--- config.mk ---
export PLATFORM = sky130hd
export DESIGN_NAME = ts_submit_scheduler
export DESIGN_NICKNAME = d
export VERILOG_FILES = /design/src/rtl/ts_submit_scheduler.sv
export SDC_FILE = /design/constraint.sdc
export NUM_CORES = 1
export LEC_CHECK = 0
export BUFFER_PORTS_ARGS = -buffer_cell sky130_fd_sc_hd__buf_4
export CAP_MARGIN = 30
export CELL_PAD_IN_SITES_DETAIL_PLACEMENT = 1
export CELL_PAD_IN_SITES_GLOBAL_PLACEMENT = 2
export CORE_ASPECT_RATIO = 0.9
export CORE_MARGIN = 5
export CORE_UTILIZATION = 46
export CTS_CLUSTER_DIAMETER = 30
export DETAILED_ROUTE_END_ITERATION = 10
export PLACE_DENSITY_LB_ADDON = 0.15
export REMOVE_ABC_BUFFERS = 1
export SLEW_MARGIN = 15
export SYNTH_ARGS = -nofsm -noshare
export SYNTH_HDL_FRONTEND = slang
export SYNTH_SLANG_ARGS = --single-unit
--- constraint.sdc ---
create_clock -name i_clk -period 4.5 [get_ports i_clk]
set_clock_uncertainty 0.15 [all_clocks]
set_input_delay 0.9 -clock i_clk [delete_from_list [all_inputs] [get_ports i_clk]]
set_output_delay 0.9 -clock i_clk [all_outputs]
set_load 0.02 [all_outputs]
--- src/rtl/ts_submit_scheduler.sv ---
// ts_submit_scheduler
// Slot-driven TS flow submitter. A 32-entry schedule table maps each time slot
// to a submit address. On a slot switch, the block issues a submit request and
// waits for the returned descriptor, which it forwards downstream. It keeps one
// pending request to absorb a back-to-back slot. A waiting transaction gives up
// after TIMEOUT_CYCLES cycles without a descriptor.
module ts_submit_scheduler #(
  parameter int TIMEOUT_CYCLES = 16
) (
  input  logic        i_clk,
  input  logic        i_rst_n,
  input  logic        i_sched_en,
  input  logic [9:0]  iv_time_slot,
  input  logic        i_time_slot_switch,
  input  logic [5:0]  iv_tbl_wdata,
  input  logic [4:0]  iv_tbl_waddr,
  input  logic        i_tbl_wr,
  output logic [4:0]  ov_ts_submit_addr,
  output logic        o_ts_submit_addr_wr,
  input  logic        i_ts_submit_addr_ack,
  input  logic [12:0] iv_ts_descriptor,
  input  logic        i_ts_descriptor_wr,
  output logic        o_ts_descriptor_ack,
  output logic [12:0] ov_descriptor,
  output logic        o_descriptor_wr,
  output logic [15:0] ov_submit_cnt,
  output logic [15:0] ov_miss_cnt,
  output logic        o_slot_overrun_pulse
);

  typedef enum logic [1:0] {
    S_IDLE      = 2'd0,
    S_REQ       = 2'd1,
    S_WAIT_DESC = 2'd2,
    S_ACK       = 2'd3
  } state_t;

  // The wait counter compares against the last cycle of the timeout window.
  localparam logic [7:0] WAIT_LAST = 8'(TIMEOUT_CYCLES - 1);

  // Saturating increment used by both statistics counters.
  function automatic logic [15:0] sat_inc(input logic [15:0] v);
    return (v == 16'hFFFF) ? v : (v + 16'd1);
  endfunction

  state_t      state_q;
  logic [5:0]  tbl_q [32];
  logic        pend_q;
  logic [4:0]  pend_addr_q;
  logic [7:0]  wait_cnt_q;
  logic [4:0]  submit_addr_q;
  logic        submit_wr_q;
  logic        desc_ack_q;
  logic [12:0] desc_q;
  logic        desc_wr_q;
  logic [15:0] submit_cnt_q;
  logic [15:0] miss_cnt_q;
  logic        overrun_q;

  logic [5:0]  entry_s;
  logic        trig_s;
  logic        unused_slot_hi_s;

  // Only the low five slot bits select a table entry.
  assign unused_slot_hi_s = ^iv_time_slot[9:5];
  assign entry_s          = tbl_q[iv_time_slot[4:0]];
  assign trig_s           = i_time_slot_switch & i_sched_en & entry_s[5];

  assign ov_ts_submit_addr    = submit_addr_q;
  assign o_ts_submit_addr_wr  = submit_wr_q;
  assign o_ts_descriptor_ack  = desc_ack_q;
  assign ov_descriptor        = desc_q;
  assign o_descriptor_wr      = desc_wr_q;
  assign ov_submit_cnt        = submit_cnt_q;
  assign ov_miss_cnt          = miss_cnt_q;
  assign o_slot_overrun_pulse = overrun_q;

  // Schedule table. A lookup in the cycle of a write sees the previous entry.
  always_ff @(posedge i_clk or negedge i_rst_n) begin
    if (!i_rst_n) begin
      for (int i = 0; i < 32; i++) begin
        tbl_q[i] <= 6'd0;
      end
    end else if (i_tbl_wr) begin
      tbl_q[iv_tbl_waddr] <= iv_tbl_wdata;
    end
  end

  // Request/descriptor FSM with pending slot, timeout and statistics.
  always_ff @(posedge i_clk or negedge i_rst_n) begin
    if (!i_rst_n) begin
      state_q       <= S_IDLE;
      pend_q        <= 1'b0;
      pend_addr_q   <= 5'd0;
      wait_cnt_q    <= 8'd0;
      submit_addr_q <= 5'd0;
      submit_wr_q   <= 1'b0;
      desc_ack_q    <= 1'b0;
      desc_q        <= 13'd0;
      desc_wr_q     <= 1'b0;
      submit_cnt_q  <= 16'd0;
      miss_cnt_q    <= 16'd0;
      overrun_q     <= 1'b0;
    end else begin
      // Pulse outputs drop by default and are raised only for one cycle.
      overrun_q  <= 1'b0;
      desc_ack_q <= 1'b0;
      desc_wr_q  <= 1'b0;

      // A slot arriving while busy is parked in the pending slot or, when
      // that slot is taken, dropped and reported.
      if ((state_q != S_IDLE) && trig_s) begin
        if (!pend_q) begin
          pend_q      <= 1'b1;
          pend_addr_q <= entry_s[4:0];
        end else begin
          overrun_q <= 1'b1;
        end
      end

      case (state_q)
        S_IDLE: begin
          if (pend_q) begin
            // The pending request goes first; a simultaneous slot replaces it.
            submit_addr_q <= pend_addr_q;
            submit_wr_q   <= 1'b1;
            state_q       <= S_REQ;
            pend_q        <= trig_s;
            if (trig_s) begin
              pend_addr_q <= entry_s[4:0];
            end
          end else if (trig_s) begin
            submit_addr_q <= entry_s[4:0];
            submit_wr_q   <= 1'b1;
            state_q       <= S_REQ;
          end
        end
        S_REQ: begin
          if (i_ts_submit_addr_ack) begin
            submit_wr_q <= 1'b0;
            wait_cnt_q  <= 8'd0;
            state_q     <= S_WAIT_DESC;
          end
        end
        S_WAIT_DESC: begin
          // A descriptor in the last window cycle still counts as a success.
          if (i_ts_descriptor_wr) begin
            desc_ack_q   <= 1'b1;
            desc_wr_q    <= 1'b1;
            desc_q       <= iv_ts_descriptor;
            submit_cnt_q <= sat_inc(submit_cnt_q);
            state_q      <= S_ACK;
          end else if (wait_cnt_q == WAIT_LAST) begin
            miss_cnt_q <= sat_inc(miss_cnt_q);
            state_q    <= S_IDLE;
          end else begin
            wait_cnt_q <= wait_cnt_q + 8'd1;
          end
        end
        S_ACK: begin
          // The responder is still lowering its wr here, so it is not looked at.
          state_q <= S_IDLE;
        end
        default: begin
          state_q <= S_IDLE;
        end
      endcase
    end
  end

endmodule

; ---- Yosys cells after proc, flatten, opt, wreduce, memory -nomap -nowiden
; Index checks and enable logic that the tools add are counted.
; W data, S select, Z words.
[word_totals]
memories = 0
regBits = 261
latchBits = 0
out_inout_bits = 54
inputBits = 41
rom_bits = 0
ramBits = 0
[classes]
shift = 0
n_lt_le_gt_ge = 3
n_mux = 34
n_reduce_logical = 14
n_eq_ne = 11
mul = 0
addsub = 3
div_mod_pow = 0
n_bitwise = 7
[ops]
columns = operator, count
row1 = $bwmux W192, 1
row2 = $mux W5, 7
row3 = $add A16 B1 Y16 const B, 2
row4 = $eq A16 B16 Y1 const B, 2
row5 = $bmux W6 S5, 1
row6 = $demux W6 S5, 1
row7 = $mux W8, 3
row8 = $mux W6, 3
row9 = $pmux W8 S2, 1
row10 = $ge A6 B6 Y1 const B, 2
row11 = $not A5 Y6, 2
row12 = $mux W1, 10
row13 = $mux W2, 5
row14 = $reduce_and A3 Y1, 3
row15 = $add A8 B1 Y8 const B, 1
row16 = $eq A8 B4 Y1 const B, 1
row17 = $pmux W2 S4, 1
row18 = $reduce_and A4 Y1, 2
row19 = $reduce_bool A2 Y1, 4
row20 = $lt A6 B1 Y1 const B, 1
row21 = $ne A2 B2 Y1 const B, 3
row22 = $ne A3 B3 Y1 const B, 2
row23 = $eq A2 B2 Y1 const B, 2
row24 = $reduce_and A2 Y1, 2
row25 = 6 further kinds, 10

; ---- Logic depth before layout (Yosys ltp)
; Gate-level depths: netlist of the first run.
[depth]
depth_word = 10
ltp_mapped = 8
depth_no_buf = 6

; ---- Worst setup path after synthesis of the first run
; OpenSTA, ideal clock, no wires.
[synth_timing]
path_type = in2reg
startpoint = input port iv_time_slot[0]
endpoint = register pend_q
required_ps = 4219
slack_ps = 1942
arrival_ps = 2277
setup_time_ps = 131
n_path_buf = 1
stages = 6
cell_sequence = buf_2 > mux4_2 > mux2i_1 > a2bb2oi_1 > and2_1 > maj3_1
[synth_via]
elab_chain_cells = 9
[synth_lines]
columns = element, line
row1 = from (decl), 13  ; input logic [9:0] iv_time_slot,
row2 = $not A5 Y6 (not written as such) (*), 66  ; assign entry_s = tbl_q[iv_time_slot[4:0]];
row3 = $bmux W6 S5 (*), 66
row4 = $mux W6 (not written as such) (*) (2 in series), 66
row5 = $and A1 B1 Y1 (*), 67  ; assign trig_s = i_time_slot_switch & i_sched_en & entry_s[5];
row6 = $logic_and A1 B1 Y1, 112  ; if ((state_q != S_IDLE) && trig_s) begin
row7 = $mux W1, 112
row8 = $mux W1, 123  ; if (pend_q) begin
row9 = $mux W1 (*), 121  ; case (state_q)
row10 = to (signal assigned), 128  ; pend_q <= trig_s;
row11 = to (decl), 48  ; logic pend_q;
; Every way passes the cells marked *; elsewhere a longest branch is shown, timed or not. The select of a mux whose other input is x is not followed.
; A chain may end at the register's enable or synchronous reset.

; ---- Final worst setup path of the first run
[layout_timing]
startpoint = input port iv_time_slot[1]
endpoint = register pend_q
; The elaborated chain is that of the path after synthesis.

==> run_summary.xml, run 1 <==
<?xml version="1.0" encoding="UTF-8"?>
<metrics>
  <group name="logic_synthesis">
    <metric name="ys_async_sr_fraction" unit="%">100</metric>
    <metric name="synth.ff_latch_count" unit="">261</metric>
    <metric name="dominantRegCellSynth" unit="">dfrtp_1</metric>
    <metric name="synth_compound_gate_area_share" unit="%">3.31</metric>
    <metric name="synth_warnings" unit="">0</metric>
    <metric name="synth-edff-count" unit="">0</metric>
    <metric name="sequential_fraction_of_the_synthesis_area" unit="%">54.7</metric>
    <metric name="yosys.area_share.adder" unit="%">0.398</metric>
    <metric name="syn_inst" unit="">860</metric>
    <metric name="synth.area.mux_share" unit="%">28.2</metric>
    <metric name="yosys.cell_types.count" unit="">55</metric>
    <metric name="yosys.area_share.xor_xnor" unit="%">2.57</metric>
    <metric name="syn-cell-area" unit="sq um">11900</metric>
    <metric name="synth_top_family_by_area" unit="">multiplexers</metric>
    <metric name="simple_gate_portion_of_the_synthesized_area" unit="%">8.81</metric>
    <metric name="post_synth.cell_area_avg" unit="sq um">13.9</metric>
  </group>
  <group name="routing">
    <metric name="drt_pass1_iterations" unit="">4</metric>
    <metric name="via_per_inst" unit="">5.59</metric>
    <metric name="post_detailed_route_drc_marker_count" unit="">0</metric>
    <metric name="vias" unit="">7678</metric>
    <metric name="antenna_left" unit="">0</metric>
    <metric name="avgRoutedWirePerCell" unit="um">22.4</metric>
    <metric name="drtIter0Drc" unit="">390</metric>
    <metric name="route.final.wire_length" unit="um">30800</metric>
  </group>
  <group name="outcome">
    <metric name="status" unit="">finished clean</metric>
  </group>
  <group name="clock_network">
    <metric name="cts_max_path_buffers" unit="">3</metric>
    <metric name="cts.sinks" unit="">261</metric>
    <metric name="ctsHtreeMaxLevel" unit="">2</metric>
    <metric name="worst_setup_hold_path_clk_slew" unit="ns">0.04</metric>
    <metric name="cts-root-buf" unit="">clkbuf_16</metric>
    <metric name="cts_resized" unit="">0</metric>
    <metric name="tritoncts" unit="">yes</metric>
    <metric name="post-cts-setup-buffers" unit="">0</metric>
    <metric name="insertion_delay" unit="ns">0.58</metric>
    <metric name="cts-buffers-inserted" unit="">59</metric>
    <metric name="cts-hold-fix-buffers" unit="">0</metric>
  </group>
  <group name="cells_and_area">
    <metric name="area_overhead_of_the_layout_relative_to_synthesis" unit="%">25.9</metric>
    <metric name="n_antenna_cell" unit="">0</metric>
    <metric name="fin_cells" unit="">1374</metric>
    <metric name="num-nets-final" unit="">1019</metric>
    <metric name="layout.cells.most_common" unit="">dfrtp_1</metric>
    <metric name="layout.cells.most_common_list" unit="">dfrtp_1, mux2_2, buf_4</metric>
    <metric name="final_design_area_no_fill" unit="sq um">15000</metric>
    <metric name="fraction_of_layout_cells_with_a_size_suffix_above_1" unit="%">45.2</metric>
  </group>
  <group name="place">
    <metric name="dp_cells" unit="">1261</metric>
    <metric name="dp_hpwl" unit="um">19700</metric>
    <metric name="placedInstanceArea" unit="sq um">12900</metric>
    <metric name="io_buffers" unit="">89</metric>
    <metric name="gp_congestion" unit="">0.766</metric>
  </group>
  <group name="global_route">
    <metric name="grt_max_degree" unit="">93</metric>
    <metric name="global_route.overflow_total" unit="">0</metric>
    <metric name="antenna_violations_before_repair" unit="">0</metric>
    <metric name="grt_pass1_vias" unit="">8822</metric>
    <metric name="grtUsageTotal" unit="%">21.5</metric>
    <metric name="wire_length_of_the_first_global_routing_pass" unit="um">50200</metric>
  </group>
  <group name="worst_setup_path">
    <metric name="crit_type" unit="">in2reg</metric>
    <metric name="reg2reg_slack" unit="ns">1.65</metric>
    <metric name="cpMostUsedCell" unit="">buf_4</metric>
    <metric name="critPathMaxFanout" unit="">23</metric>
    <metric name="reg2reg_depth" unit="">6</metric>
    <metric name="crit_path_cell_trace" unit="">buf_4 &gt; buf_4 &gt; mux4_2 &gt; mux2i_1 &gt; a221oi_2 &gt; buf_4 &gt; and2_1 &gt; maj3_1</metric>
    <metric name="timing.critical_path.slowest_cell_delay" unit="ns">0.57</metric>
    <metric name="rr_endpoint" unit="">ov_submit_cnt[9]$_DFFE_PN0P_</metric>
    <metric name="worstPathRequired" unit="ns">4.79</metric>
    <metric name="end_kind" unit="">flop</metric>
    <metric name="reg2reg_from" unit="">state_q[1]$_DFFE_PN0P_</metric>
    <metric name="crit_arrival" unit="ns">3.34</metric>
    <metric name="timing.critical_path.slowest_stage_cell" unit="">mux4_2</metric>
    <metric name="critPathLaunchType" unit="">input pin</metric>
  </group>
  <group name="power_and_ir_drop">
    <metric name="p_per_area" unit="nW/um^2">597</metric>
    <metric name="max-vdd-ir-drop" unit="mV">0.382</metric>
    <metric name="power_leakage" unit="uW">0.00683</metric>
  </group>
  <group name="floorplan">
    <metric name="io-pin-count" unit="">95</metric>
    <metric name="dieHeight" unit="um">163</metric>
    <metric name="initial_utilization" unit="%">46.3</metric>
    <metric name="die-area" unit="sq um">29300</metric>
    <metric name="floorplan.die.width" unit="um">180</metric>
    <metric name="core" unit="sq um">25800</metric>
    <metric name="rows" unit="">56</metric>
  </group>
  <group name="hold_path">
    <metric name="timing.hold.worst.class" unit="">in2async</metric>
  </group>
  <group name="sta">
    <metric name="max_freq" unit="MHz">328</metric>
    <metric name="finalSetupTns" unit="ns">0</metric>
    <metric name="finalMaxSlewViolations" unit="">0</metric>
    <metric name="worstMarginPinSlew" unit="ns">0.734</metric>
    <metric name="finalSetupViolations" unit="">0</metric>
    <metric name="timing_hold_violations_final" unit="">0</metric>
    <metric name="timing.final.crit_share" unit="%">67.8</metric>
    <metric name="slew_headroom" unit="%">50.9</metric>
    <metric name="min_period" unit="ns">3.05</metric>
    <metric name="grt_setup_unrepaired" unit="">false</metric>
  </group>
  <group name="job">
    <metric name="cap_violations" unit="">0</metric>
  </group>
</metrics>
## synth_stat cells, types with 4 or more instances
library cell | n | share of area (%)
nor2_1 | 39 | 1.2
a211oi_1 | 8 | 0.50
o22ai_1 | 25 | 1.3
nand3_1 | 15 | 0.63
nand4_1 | 7 | 0.37
buf_6 | 4 | 0.38
buf_2 | 9 | 0.38
o21ai_0 | 5 | 0.21
nand3b_1 | 7 | 0.44
nor3b_1 | 9 | 0.57
nand2_1 | 79 | 2.5
or3b_2 | 4 | 0.29
inv_1 | 8 | 0.25
xor2_1 | 13 | 0.95
nand4b_1 | 5 | 0.37
and3_1 | 8 | 0.42
clkbuf_1 | 25 | 0.79
mux2_2 | 199 | 19
nor4_1 | 5 | 0.26
mux4_2 | 48 | 9.1
xnor2_1 | 22 | 1.6
dfrtp_1 | 261 | 55
## worst max-delay path, delay by kind of cell
kind	cells	cell delay [ns]
AOI/OAI and AO/OA	1	0.12
muxes	2	0.77
and+or+nand+nor	1	0.16
adders and majority gates	1	0.33
buffers and inverters	3	1.03
## power by group
part	internal (uW)	total [uW]	switching, uW
logic	710	1390	677
clock network	3050	4450	1400
registers	2830	3130	302
## how the worst max path moves through the flow
stage                                start                           end  cells past startpoint
floorplan                  iv_time_slot[1]      pend_addr_q[0]$_DFF_PN0_                      5
global placement           iv_time_slot[1]              pend_q$_DFF_PN0_                      8
detailed placement         iv_time_slot[1]              pend_q$_DFF_PN0_                      8
CTS                        iv_time_slot[1]              pend_q$_DFF_PN0_                      8
global route        state_q[1]$_DFFE_PN0P_  ov_submit_cnt[9]$_DFFE_PN0P_                      6
finish                     iv_time_slot[1]              pend_q$_DFF_PN0_                      8
## layout make-up
cell class | instances | area (sq um)
clock buffers | 75 | 1650
clock inverters | 37 | 459
fillers | 2493 | 10800
inverters | 8 | 30.0
multi-input cells | 549 | 5160
flip-flops and latches | 261 | 6530
well taps | 348 | 435
repair buffers | 96 | 753
## registers in the layout, indices dropped and copies added, names as in the netlist
name	flops
tbl_q	192
ov_miss_cnt	16
ov_submit_cnt	16
ov_descriptor	13
wait_cnt_q	8
ov_ts_submit_addr	5
pend_addr_q	5
state_q	2
o_descriptor_wr	1
o_slot_overrun_pulse	1
o_ts_submit_addr_wr	1
pend_q	1
## layer usage
layer	up-vias	part of all wire, %	GRT usage [%]
li1	3422	-	-
met1	4044	44	28.2
met2	167	49	36.4
met3	45	4.5	5.18
met4	0	2.1	5.75
met5	-	0	0
## per-stage QoR
step / worst slack, ns / utilization, % / hold WS (ns) / power, uW
2_1_floorplan: 1.75 / - / 0.324 / 3960
3_3_place_gp: 0.892 / 50.1 / 0.309 / 4430
3_5_place_dp: 0.813 / 50.1 / 0.314 / 4550
4_1_cts: 1.41 / 58.2 / 0.216 / 9070
5_1_grt: 1.30 / 58.3 / 0.240 / 9360
6_report: 1.45 / 58.3 / 0.179 / 8970
## cell families after synthesis
| group | count (synthesis) |
|---|---|
| flops | 261 |
| compound gates | 54 |
| simple gates | 205 |
| fa+ha+maj | 4 |
| mux | 251 |
| xor+xnor | 35 |
| buf+inv | 50 |
(Power assumes the default switching activity.)
==> run 2, diff against run 1 <==
CORE_UTILIZATION = 39   (was 46)
clock period = 2.59 ns   (was 4.5 ns; I/O delays follow)
==> run_summary.xml, run 2 (synthesis results as in run 1) <==
<?xml version="1.0" encoding="UTF-8"?>
<metrics>
  <group name="sta">
    <metric name="timing.final.crit_share" unit="%">92.9</metric>
    <metric name="timing_hold_violations_final" unit="">0</metric>
    <metric name="min_period" unit="ns">2.41</metric>
    <metric name="grt_setup_unrepaired" unit="">false</metric>
    <metric name="finalSetupViolations" unit="">0</metric>
    <metric name="max_freq" unit="MHz">415</metric>
    <metric name="worstMarginPinSlew" unit="ns">0.670</metric>
    <metric name="finalMaxSlewViolations" unit="">0</metric>
    <metric name="slew_headroom" unit="%">55.2</metric>
    <metric name="post-route-worst-setup-slack" unit="ns">0.183</metric>
  </group>
  <group name="routing">
    <metric name="avgRoutedWirePerCell" unit="um">21.4</metric>
    <metric name="via_per_inst" unit="">5.34</metric>
    <metric name="route.final.wire_length" unit="um">31500</metric>
    <metric name="drt_pass1_iterations" unit="">4</metric>
    <metric name="post_detailed_route_drc_marker_count" unit="">0</metric>
    <metric name="vias" unit="">7878</metric>
    <metric name="drtIter0Drc" unit="">315</metric>
    <metric name="antenna_left" unit="">0</metric>
  </group>
  <group name="cells_and_area">
    <metric name="top_register" unit="">tbl_q</metric>
    <metric name="fin_util" unit="%">51.4</metric>
    <metric name="fraction_of_layout_cells_with_a_size_suffix_above_1" unit="%">46.1</metric>
    <metric name="final_design_area_no_fill" unit="sq um">15400</metric>
    <metric name="layout.cells.most_common" unit="">dfrtp_1</metric>
    <metric name="area_overhead_of_the_layout_relative_to_synthesis" unit="%">29.4</metric>
    <metric name="layout.cells.most_common_list" unit="">dfrtp_1, mux2_2, buf_4</metric>
    <metric name="max_ffs_per_register" unit="">192</metric>
    <metric name="num-nets-final" unit="">1070</metric>
    <metric name="n_antenna_cell" unit="">0</metric>
  </group>
  <group name="power_and_ir_drop">
    <metric name="power.clock.fraction" unit="%">48.6</metric>
    <metric name="p_per_area" unit="nW/um^2">995</metric>
    <metric name="power_leakage" unit="uW">0.00708</metric>
    <metric name="p_int" unit="uW">11400</metric>
    <metric name="max-vdd-ir-drop" unit="mV">0.523</metric>
    <metric name="power.combinational.fraction" unit="%">16.0</metric>
    <metric name="sequentialPowerShare" unit="%">35.4</metric>
    <metric name="p_total" unit="uW">15400</metric>
    <metric name="swShare" unit="%">25.8</metric>
    <metric name="power.net_switching" unit="uW">3970</metric>
  </group>
  <group name="worst_setup_path">
    <metric name="rr_endpoint" unit="">ov_miss_cnt[1]$_DFFE_PN0P_</metric>
    <metric name="reg2reg_depth" unit="">5</metric>
    <metric name="crit_arrival" unit="ns">2.68</metric>
    <metric name="end_kind" unit="">flop</metric>
    <metric name="reg2reg_from" unit="">wait_cnt_q[4]$_DFFE_PN0P_</metric>
    <metric name="worstPathRequired" unit="ns">2.86</metric>
    <metric name="worstSetupStartpoint" unit="">wait_cnt_q[4]$_DFFE_PN0P_</metric>
    <metric name="crit_path_end" unit="">ov_miss_cnt[1]$_DFFE_PN0P_</metric>
    <metric name="crit_type" unit="">reg2reg</metric>
    <metric name="reg2reg_slack" unit="ns">0.18</metric>
    <metric name="critPathMaxFanout" unit="">10</metric>
    <metric name="critPathLaunchType" unit="">flop</metric>
  </group>
  <group name="global_route">
    <metric name="grtUsageTotal" unit="%">18.8</metric>
    <metric name="antenna_violations_before_repair" unit="">0</metric>
    <metric name="grt.met2_usage" unit="%">32.0</metric>
    <metric name="global_route.overflow_total" unit="">0</metric>
    <metric name="grt_pass1_vias" unit="">9054</metric>
    <metric name="grt_max_degree" unit="">73</metric>
    <metric name="globalRoute.busiestLayer" unit="">met2</metric>
    <metric name="grtUsageMet1" unit="%">24.8</metric>
    <metric name="grtUsageMet3" unit="%">3.97</metric>
    <metric name="wire_length_of_the_first_global_routing_pass" unit="um">51400</metric>
  </group>
  <group name="place">
    <metric name="dp_hpwl" unit="um">21600</metric>
    <metric name="io_buffers" unit="">89</metric>
    <metric name="placedInstanceArea" unit="sq um">13300</metric>
    <metric name="place_ws" unit="ns">-0.0985</metric>
    <metric name="gp_congestion" unit="">0.833</metric>
  </group>
  <group name="clock_network">
    <metric name="insertion_delay" unit="ns">0.57</metric>
    <metric name="worst_setup_hold_path_clk_slew" unit="ns">0.05</metric>
    <metric name="tritoncts" unit="">yes</metric>
    <metric name="cts-buffers-inserted" unit="">59</metric>
    <metric name="cts_max_path_buffers" unit="">3</metric>
    <metric name="cts_resized" unit="">0</metric>
    <metric name="post-cts-setup-buffers" unit="">0</metric>
    <metric name="cts.sinks" unit="">261</metric>
    <metric name="ctsHtreeMaxLevel" unit="">2</metric>
    <metric name="cts-root-buf" unit="">clkbuf_16</metric>
  </group>
  <group name="floorplan">
    <metric name="die-area" unit="sq um">34200</metric>
    <metric name="dieHeight" unit="um">176</metric>
    <metric name="core" unit="sq um">30000</metric>
    <metric name="floorplan.die.width" unit="um">194</metric>
    <metric name="rows" unit="">60</metric>
    <metric name="io-pin-count" unit="">95</metric>
    <metric name="initial_utilization" unit="%">39.7</metric>
  </group>
  <group name="outcome">
    <metric name="status" unit="">finished clean</metric>
  </group>
  <group name="job">
    <metric name="cap_violations" unit="">0</metric>
  </group>
  <group name="hold_path">
    <metric name="timing.hold.worst.class" unit="">in2reg</metric>
  </group>
</metrics>
## run 2: cell types whose count changed in the layout (fill, tap and decap cells not counted), sizes merged
cell         delta
buf            +40
inv             -2
clkinv          +3
clkbuf          -1
clkinvlp        -7
dlygate4sd3    +12
## run 2: worst min-delay path by stage
stage                                    to  depth (start not counted)                start
2_1_floorplan     o_descriptor_wr$_DFF_PN0_                          0              i_rst_n
3_3_place_gp    ov_miss_cnt[14]$_DFFE_PN0P_                          1              i_rst_n
3_5_place_dp     ov_miss_cnt[0]$_DFFE_PN0P_                          1              i_rst_n
4_1_cts        ov_descriptor[5]$_DFFE_PN0P_                          3  iv_ts_descriptor[5]
5_1_grt        ov_descriptor[0]$_DFFE_PN0P_                          3  iv_ts_descriptor[0]
6_report       ov_descriptor[5]$_DFFE_PN0P_                          3  iv_ts_descriptor[5]
## run 2: cell type report
class,count,area [sq um]
Sequential cell,261,6530
Tap cell,403,504
Inverter,8,30.0
Clock inverter,31,385
Timing Repair Buffer,147,1190
Multi-Input combinational cell,549,5160
Fill cell,2972,14600
Clock buffer,75,1630
## run 2: what timing repair did
| action | 4_1_cts | 5_1_grt |
|---|---|---|
| setup endpoints to repair | 0 | 0 |
| hold buffers | 12 | 0 |
| endpoints found under the hold margin | 62 | 0 |
## run 2: critical path, stage by stage (launching register included)
cell and delay [ns]:
dfrtp_1 0.42, or4_4 0.55, or2_0 0.37, a211oi_4 0.26, buf_4 0.21, mux2_1 0.33
## run 2: per-layer routing
layer | vias to the layer above | wire, um
met3 | 52 | 1320
met1 | 4133 | 14100
met4 | 0 | 545
met5 | - | 0
met2 | 162 | 15500
li1 | 3531 | -
## run 2: metrics by stage
stage / hold slack, ns / std cells / setup TNS [ns]
floorplan: 0.0724 / 818 / 0
global placement: 0.309 / 1356 / -0.230
detailed placement: 0.326 / 1356 / -0.445
CTS: 0.0000516 / 1474 / 0
global route: 0.0101 / 1474 / 0
finish: 0.0210 / 1474 / 0
## run 2: power groups by stage
stage	clock network, uW	logic (uW)	registers, uW
CTS	7620	2510	5440
global route	7840	2700	5540
floorplan	0	1370	5510
global placement	0	2370	5410
finish	7460	2460	5440
detailed placement	0	2490	5490
==> run 3, diff against run 2 <==
RECOVER_POWER = 100   (was not set)
==> run_summary.xml, run 3 (synthesis results as in run 1) <==
<?xml version="1.0" encoding="UTF-8"?>
<metrics>
  <group name="clock_network">
    <metric name="ctsHtreeMaxLevel" unit="">2</metric>
    <metric name="cts-buffers-inserted" unit="">59</metric>
    <metric name="cts.sinks" unit="">261</metric>
    <metric name="tritoncts" unit="">yes</metric>
    <metric name="cts-root-buf" unit="">clkbuf_16</metric>
    <metric name="cts_resized" unit="">0</metric>
    <metric name="post-cts-setup-buffers" unit="">0</metric>
    <metric name="cts_max_path_buffers" unit="">3</metric>
    <metric name="worst_setup_hold_path_clk_slew" unit="ns">0.05</metric>
    <metric name="insertion_delay" unit="ns">0.57</metric>
  </group>
  <group name="global_route">
    <metric name="grt_pass1_vias" unit="">9054</metric>
    <metric name="grtUsageTotal" unit="%">18.8</metric>
    <metric name="global_route.overflow_total" unit="">0</metric>
    <metric name="wire_length_of_the_first_global_routing_pass" unit="um">51400</metric>
    <metric name="antenna_violations_before_repair" unit="">0</metric>
    <metric name="grt_max_degree" unit="">73</metric>
  </group>
  <group name="cells_and_area">
    <metric name="max_ffs_per_register" unit="">192</metric>
    <metric name="layout.cells.most_common_list" unit="">dfrtp_1, mux2_2, clkbuf_1</metric>
    <metric name="multiInputGateArea" unit="sq um">5150</metric>
    <metric name="num-nets-final" unit="">1070</metric>
    <metric name="fill_cells" unit="">3016</metric>
    <metric name="fraction_of_layout_cells_with_a_size_suffix_above_1" unit="%">38.6</metric>
    <metric name="final-seq-area" unit="sq um">6530</metric>
    <metric name="top_register" unit="">tbl_q</metric>
    <metric name="n_antenna_cell" unit="">0</metric>
    <metric name="layout.cells.most_common" unit="">dfrtp_1</metric>
    <metric name="area_overhead_of_the_layout_relative_to_synthesis" unit="%">26.8</metric>
  </group>
  <group name="floorplan">
    <metric name="core" unit="sq um">30000</metric>
    <metric name="io-pin-count" unit="">95</metric>
    <metric name="initial_utilization" unit="%">39.7</metric>
    <metric name="rows" unit="">60</metric>
    <metric name="floorplan.die.width" unit="um">194</metric>
    <metric name="dieHeight" unit="um">176</metric>
    <metric name="die-area" unit="sq um">34200</metric>
  </group>
  <group name="routing">
    <metric name="via_per_inst" unit="">5.34</metric>
    <metric name="avgRoutedWirePerCell" unit="um">21.5</metric>
    <metric name="post_detailed_route_drc_marker_count" unit="">0</metric>
    <metric name="route.final.wire_length" unit="um">31700</metric>
    <metric name="drt_pass1_iterations" unit="">4</metric>
    <metric name="antenna_left" unit="">0</metric>
    <metric name="vias" unit="">7875</metric>
    <metric name="drtIter0Drc" unit="">252</metric>
  </group>
  <group name="worst_setup_path">
    <metric name="end_kind" unit="">flop</metric>
    <metric name="critPathLaunchType" unit="">flop</metric>
    <metric name="critPathMaxFanout" unit="">10</metric>
    <metric name="crit_type" unit="">reg2reg</metric>
    <metric name="worstPathRequired" unit="ns">2.87</metric>
    <metric name="crit_arrival" unit="ns">2.72</metric>
  </group>
  <group name="place">
    <metric name="dp_hpwl" unit="um">21600</metric>
    <metric name="io_buffers" unit="">89</metric>
    <metric name="gp_congestion" unit="">0.833</metric>
    <metric name="place_ws" unit="ns">-0.0985</metric>
  </group>
  <group name="sta">
    <metric name="finalMaxSlewViolations" unit="">52</metric>
    <metric name="finalSetupViolations" unit="">0</metric>
    <metric name="grt_setup_unrepaired" unit="">false</metric>
    <metric name="min_period" unit="ns">2.45</metric>
    <metric name="slew_headroom" unit="%">-0.776</metric>
    <metric name="post-route-worst-setup-slack" unit="ns">0.144</metric>
    <metric name="max_freq" unit="MHz">409</metric>
    <metric name="timing.final.crit_share" unit="%">94.4</metric>
    <metric name="finalSetupTns" unit="ns">0</metric>
    <metric name="worstMarginPinSlew" unit="ns">1.51</metric>
    <metric name="timing_hold_violations_final" unit="">0</metric>
  </group>
  <group name="power_and_ir_drop">
    <metric name="power.clock.fraction" unit="%">49.1</metric>
    <metric name="power.combinational.fraction" unit="%">15.2</metric>
    <metric name="swShare" unit="%">26.1</metric>
    <metric name="p_per_area" unit="nW/um^2">1010</metric>
    <metric name="sequentialPowerShare" unit="%">35.7</metric>
    <metric name="power_leakage" unit="uW">0.00677</metric>
    <metric name="max-vdd-ir-drop" unit="mV">0.524</metric>
    <metric name="power.net_switching" unit="uW">3970</metric>
    <metric name="p_int" unit="uW">11200</metric>
  </group>
  <group name="outcome">
    <metric name="violations" unit="">capacitance limit, slew limit</metric>
    <metric name="status" unit="">finished, violations left</metric>
  </group>
  <group name="job">
    <metric name="cap_violations" unit="">1</metric>
  </group>
  <group name="hold_path">
    <metric name="timing.hold.worst.class" unit="">in2reg</metric>
  </group>
</metrics>
-- run 3: final cells by class --
type	count	share of cell area, %
multi-input cells	549	34.0
well taps	403	3.33
inverters	8	0.199
clock inverters	31	2.55
repair buffers	147	5.92
clock buffers	75	10.8
flip-flops and latches	261	43.2
-- run 3: repair_timing --
item,4_1_cts,5_1_grt
hold endpoints to repair,62,0
setup endpoints to repair,0,0
hold buffers,12,0
-- run 3: per-layer routing --
| layer | wire length, um | global-route usage [%] |
|---|---|---|
| met5 | 0 | 0 |
| met4 | 578 | 4.75 |
| met3 | 1310 | 3.97 |
| met2 | 15500 | 32.0 |
| met1 | 14300 | 24.8 |
-- run 3: worst max-delay path, stage by stage (launching register included) --
cell      delay [ns]
dfrtp_1         0.42
or4_1           0.57
or2_0           0.38
a211oi_4        0.26
buf_4           0.21
mux2_1          0.33
-- run 3: per-stage QoR --
stage                     cells  hold WS [ns]  power, uW  utilization [%]  cell area [sq um]
after floorplan             818        0.0724       6880                -              11700
after global placement     1356         0.309       7780             44.3              13300
after detailed placement   1356         0.326       7980             44.3              13300
after CTS                  1474     0.0000516      15600             51.4              15400
after global routing       1474        0.0101      15900             50.4              15100
final                      1474        0.0199      15200             50.4              15100
-- run 3: path summary, 6_finish.rpt --
check,startpoint,end,slack (ns),cells past startpoint
hold / removal,iv_ts_descriptor[5],ov_descriptor[5]$_DFFE_PN0P_,0.02,3
setup / recovery,wait_cnt_q[4]$_DFFE_PN0P_,ov_miss_cnt[1]$_DFFE_PN0P_,0.14,5
hold reg to reg,ov_descriptor[7]$_DFFE_PN0P_,ov_descriptor[7]$_DFFE_PN0P_,0.33,2
setup reg to reg,wait_cnt_q[4]$_DFFE_PN0P_,ov_miss_cnt[1]$_DFFE_PN0P_,0.14,5
min in group asynchronous,i_rst_n,ov_miss_cnt[0]$_DFFE_PN0P_,0.74,2
max in group asynchronous,i_rst_n,tbl_q[30]$_DFFE_PN0P_,0.46,3
-- run 3: power groups by stage --
stage	Sequential [uW]	Clock [uW]	Combinational, uW
floorplan	5510	0	1370
CTS	5440	7620	2510
global route	5540	7840	2550
global placement	5410	0	2370
detailed placement	5490	0	2490
finish	5440	7470	2310
